`src/rtl/int_ctrl.sv`:
```
// Interrupt controller: edge-latched pending, mask, fixed lowest-index priority,
// Ireq/Iack handshake to the CPU, in-service hold until an EOI write on the MIO bus.
module int_ctrl #(
   parameter int N_SRC = 8
) (
   input  logic             clk,
   input  logic             reset,
   input  logic [N_SRC-1:0] irq_in,
   output logic             Ireq,
   input  logic             Iack,
   input  logic             sel,
   input  logic             mem_w,
   input  logic [3:0]       addr,
   input  logic [31:0]      data_in,
   output logic [31:0]      data_out
);

   typedef enum logic [1:0] {IDLE, REQ, SERVICE} state_t;

   localparam logic [1:0] A_PEND = 2'd0;
   localparam logic [1:0] A_MASK = 2'd1;
   localparam logic [1:0] A_VEC  = 2'd2;
   localparam logic [1:0] A_EOI  = 2'd3;

   state_t           state_q;
   logic [N_SRC-1:0] pend_q, pend_d;
   logic [N_SRC-1:0] mask_q;
   logic [N_SRC-1:0] prev_q;
   logic             svc_valid_q;
   logic [2:0]       svc_id_q;
   logic             ireq_q;

   logic [N_SRC-1:0] active, rise, clr, win_oh;
   logic [2:0]       win_id;
   logic             wr, take_ack, eoi_wr;

   assign wr       = sel && mem_w;
   assign active   = pend_q & mask_q;
   assign rise     = irq_in & ~prev_q;
   assign take_ack = (state_q == REQ) && Iack && (|active);
   assign eoi_wr   = wr && (addr[3:2] == A_EOI);

   // Descending scan so the lowest active index is the last one written.
   always_comb begin
      win_id = 3'd0;
      win_oh = '0;
      for (int i = N_SRC-1; i >= 0; i--) begin
         if (active[i]) begin
            win_id = 3'(i);
            win_oh = N_SRC'(1) << i;
         end
      end
   end

   // Clears are applied before new edges so a coincident rising edge wins.
   always_comb begin
      clr = '0;
      if (wr && (addr[3:2] == A_PEND)) clr = clr | data_in[N_SRC-1:0];
      if (take_ack)                    clr = clr | win_oh;
      pend_d = (pend_q & ~clr) | rise;
   end

   always_ff @(posedge clk) begin
      if (!reset) begin
         state_q     <= IDLE;
         pend_q      <= '0;
         mask_q      <= '0;
         prev_q      <= '0;
         svc_valid_q <= 1'b0;
         svc_id_q    <= 3'd0;
         ireq_q      <= 1'b0;
      end else begin
         prev_q <= irq_in;
         pend_q <= pend_d;
         if (wr && (addr[3:2] == A_MASK)) mask_q <= data_in[N_SRC-1:0];
         case (state_q)
            IDLE: begin
               if (|active) begin
                  state_q <= REQ;
                  ireq_q  <= 1'b1;
               end
            end
            REQ: begin
               if (take_ack) begin
                  state_q     <= SERVICE;
                  ireq_q      <= 1'b0;
                  svc_id_q    <= win_id;
                  svc_valid_q <= 1'b1;
               end else if (!(|active)) begin
                  state_q <= IDLE;
                  ireq_q  <= 1'b0;
               end
            end
            SERVICE: begin
               if (eoi_wr) begin
                  state_q     <= IDLE;
                  svc_valid_q <= 1'b0;
               end
            end
            default: begin
               state_q <= IDLE;
               ireq_q  <= 1'b0;
            end
         endcase
      end
   end

   assign Ireq = ireq_q;

   always_comb begin
      data_out = 32'd0;
      if (sel) begin
         case (addr[3:2])
            A_PEND:  data_out = {{(32-N_SRC){1'b0}}, pend_q};
            A_MASK:  data_out = {{(32-N_SRC){1'b0}}, mask_q};
            A_VEC:   data_out = {23'd0, svc_valid_q, 5'd0, svc_id_q};
            default: data_out = 32'd0;
         endcase
      end
   end

endmodule
```
`config.mk`:
```
export PLATFORM = sky130hd
export DESIGN_NAME = int_ctrl
export DESIGN_NICKNAME = d
export VERILOG_FILES = /design/src/rtl/int_ctrl.sv
export SDC_FILE = /design/constraint.sdc
export NUM_CORES = 1
export LEC_CHECK = 0
export CORE_ASPECT_RATIO = 0.6
export CORE_MARGIN = 3
export CORE_UTILIZATION = 30
export DETAILED_ROUTE_END_ITERATION = 16
export HOLD_SLACK_MARGIN = 0.12
export PLACE_DENSITY = 0.67
export SYNTH_ARGS = -nofsm -noshare
export SYNTH_HDL_FRONTEND = slang
export SYNTH_SLANG_ARGS = --single-unit
```
`constraint.sdc`:
```
create_clock -name clk -period 2.28 [get_ports clk]
set_input_delay 0.456 -clock clk [delete_from_list [all_inputs] [get_ports clk]]
set_output_delay 0.456 -clock clk [all_outputs]
set_load 0.01 [all_outputs]
```
==> key figures <==
Critical path
  • CP bufs+invs: 3
  • Slowest stage delay, CP: 0.47 ns
  • Crit Path Class: input port to primary output
  • Worst-path cell chain: clkdlybuf4s50_1 -> buf_6 -> mux2i_2 -> o21ai_1 -> and2_1 -> clkdlybuf4s15_1
  • R2R depth: 4
  • Worst EP arrival: 1.76 ns
  • CP Capture Type: primary output
  • CP startpoint kind: input port
  • Crit-path slowest cell: clkdlybuf4s50_1
  • CP Max Fanout: 6
  • Crit Reg-Reg Startpoint: pend_q[1]
  • Critical Path Sink: data_out[1]
  • Crit path from: addr[3]
  • Crit. path cell count: 6
  • Worst reg2reg setup slack: roughly 0.93 ns
  • Reg-to-reg endpoint: pend_q[7]
  • Worst Path Required: around 1.8 ns
  • CP top delay family: buffers and inverters

Synthesis
  • Sequential-to-total area share from yosys stat: 36.3%
  • Seq cells post-synth: 31
  • Mean Syn Cell Area: 8.25 µm²
  • Ys Warns: 0
  • Yosys cell types: 39
  • Mapped Cells: 207
  • Cell Area, Synth: 0.00171 mm²

Finish
  • Design Area, Final: 0.00215 mm²
  • Final core occ: about two fifths
  • Fill count: 554
  • # nets final: 296
  • Layout area overhead: 25.7%
  • Layout cells sized above 1: a little under an eighth
  • Antenna diode count: 0

Min path
  • Worst Hold Class: flop to flop

Die
  • IO Pins: 82
  • Core ar.: about 0.0053 mm²
  • Initial core utilization: 32.3%
  • Die Wd: 103 µm
  • Cell row count: 20
  • Die height: 64.4 µm
  • Die ar.: 0.00666 mm²

Clock network
  • Clock root cell: clkbuf_8
  • CTS buffer count: 5
  • H-Tree Depth: 2
  • Longest Clk Path Bufs: 2
  • Worst skew pair latency: between 0.2 and 0.3 ns
  • Clock transition at path regs: 0.06 ns
  • TritonCTS clock tree: built
  • Clock sinks: 31

GRT
  • First-pass GRT wire length: 6.72 mm
  • GR Overflow Total: 0
  • Largest net degree at the start of global routing: 21
  • GRT Total Usage: around an eighth
  • Initial antenna violation count: 0
  • Vias in the first global route: 1,359

Route
  • Residual DRC: 0
  • Drt pass-1 iters: 4
  • Wire length per cell: around 13 µm
  • WL final: a little over 4 mm
  • Via count: 1,460
  • Vias per cell: 4.49
  • Antenna violation net count after detailed routing: 0
  • DRT iter0 DRCs: 93

Pwr
  • Clock Power Share: 34.2%
  • Highest ir drop seen on vdd: 0.193 mV
  • Seq pwr share: 51.3%
  • PwrDens: 547 mW/mm²
  • Sw frac: 26.2%
  • Leak: 0.000938 µW
  • Cell Int Power: 867 µW
  • Combinational Power Share: approximately 14%
  • Net switching power: 308 µW

Timing
  • Post-layout min period: 2.22 ns
  • RSZ-0062 raised after global routing: no
  • Final setup vio count: 0
  • Period Utilization, post-route: 97.2%
  • Maximum clock rate: roughly 0.45 GHz
  • Final Hold Fails: 0
  • Final Skew: between 0.008 and 0.009 ns
  • Max Slew Vio Count: 0

Placement
  • Routability congestion estimate: 0.830
  • Detailed placer's ending HPWL: roughly 3.2 mm
  • Port-buffer cells: 32
  • Placed cell area: 0.00205 mm²

Job
  • Max_cap viols: 0

Status
  • Status: finished clean
## power groups by stage
stage | clock network [µW] | registers, µW | logic (µW)
4_1_cts | 419 | 601 | 167
3_5_place_dp | 0 | 613 | 169
6_report | 401 | 603 | 171
2_1_floorplan | 0 | 605 | 122
5_1_grt | 448 | 606 | 190
3_3_place_gp | 0 | 611 | 167
## cells by family after synthesis
family / share of synthesized area (%)
mux: 4.69
buf+inv: 15.6
simple gates: 22.9
flops: 36.3
other cells: 0.220
compound gates: 20.3
## worst register-to-register path: cells and delay by family, from the launching register on
family          cells  cell delay, ns
flops               1            0.38
compound gates      3            0.68
simple gates        1            0.19
## synthesized netlist by cell type, drive strengths merged
master	count	area, µm²
a21oi	15	78.8
and2	5	31.3
and3	1	6.26
inv	12	45.0
o31ai	1	7.51
a211oi	2	20.0
nand4	7	58.8
nor2	6	22.5
o21ai	12	60.1
mux2i	8	80.1
nor2b	1	13.8
a31o	1	8.76
a21o	1	7.51
and4b	1	10.0
nand2	46	173
a32oi	1	8.76
a22o	2	17.5
and3b	1	8.76
nand3	6	35.0
conb	1	3.75
o2111ai	4	35.0
nand2b	3	18.8
dfxtp	31	621
buf	30	218
o32ai	1	8.76
a22oi	5	83.8
o211a	1	10.0
and4bb	1	12.5
clkbuf	1	3.75
## metrics by stage
stage	std cells	setup WS (ns)	hold WS (ns)	TNS [ns]	total power, µW
floorplan	229	0.837	0.389	0	727
global placement	316	-0.237	0.392	-1.38	778
detailed placement	316	-0.247	0.395	-1.51	782
CTS	324	0.00315	0.404	0	1190
global route	325	0.0153	0.432	0	1240
finish	325	0.0628	0.402	0	1180
## sequential cells by signal (all words and copies together), names as in the netlist
signal,cells
svc_valid_q,1
mask_q,8
pend_q,8
prev_q,8
state_q,2
Ireq,1
svc_id_q,3
## final cells by class
class | count | area (µm²) | share of cell area [%]
Clock buffer | 7 | 76.3 | 3.55
Clock inverter | 1 | 5.00 | 0.233
Inverter | 12 | 45.0 | 2.10
Multi-Input combinational cell | 155 | 913 | 42.5
Sequential cell | 31 | 621 | 28.9
Tap cell | 77 | 96.3 | 4.49
Timing Repair Buffer | 42 | 390 | 18.2
## cell usage in the layout (no fill, tap or decap), types with 2 or more instances in the layout
| master | instances |
|---|---|
| nand4_1 | 6 |
| clkdlybuf4s15_1 | 3 |
| inv_1 | 12 |
| nand2_1 | 46 |
| a21oi_1 | 14 |
| o21ai_0 | 2 |
| mux2i_2 | 2 |
| o21ai_1 | 10 |
| dfxtp_1 | 31 |
| a22o_1 | 2 |
| nand3_1 | 5 |
| o2111ai_1 | 4 |
| nor2_1 | 6 |
| dlygate4sd2_1 | 7 |
| clkbuf_1 | 2 |
| nand2b_1 | 2 |
| clkdlybuf4s50_1 | 22 |
| mux2i_1 | 6 |
| buf_4 | 9 |
| clkbuf_8 | 5 |
| and2_1 | 5 |
| a22oi_4 | 3 |
| conb_1 | 23 |
## worst min path at each step
stage              start         to  cells after the start
5_1_grt        prev_q[7]  pend_q[7]                      1
6_report       prev_q[7]  pend_q[7]                      1
2_1_floorplan  prev_q[2]  pend_q[2]                      1
3_3_place_gp   prev_q[4]  pend_q[4]                      1
3_5_place_dp   prev_q[7]  pend_q[7]                      1
4_1_cts        prev_q[7]  pend_q[7]                      1
## routing by layer
layer | share of wire, % | global-route usage, % | vias to the layer above
met5 | 0 | 0 | -
met1 | 53 | 19.7 | 680
li1 | - | - | 744
met3 | 4.8 | 3.87 | 2
met4 | 0.39 | 3.88 | 0
met2 | 41 | 17.9 | 34
## repair_timing
| item | 4_1_cts | 5_1_grt |
|---|---|---|
| setup buffers | 0 | 1 |
| setup endpoints to repair | 9 | 3 |
| pin swaps | 0 | 1 |
| resized for setup | 12 | 7 |
| hold buffers | 0 | 0 |
(Power assumes the default switching activity.)
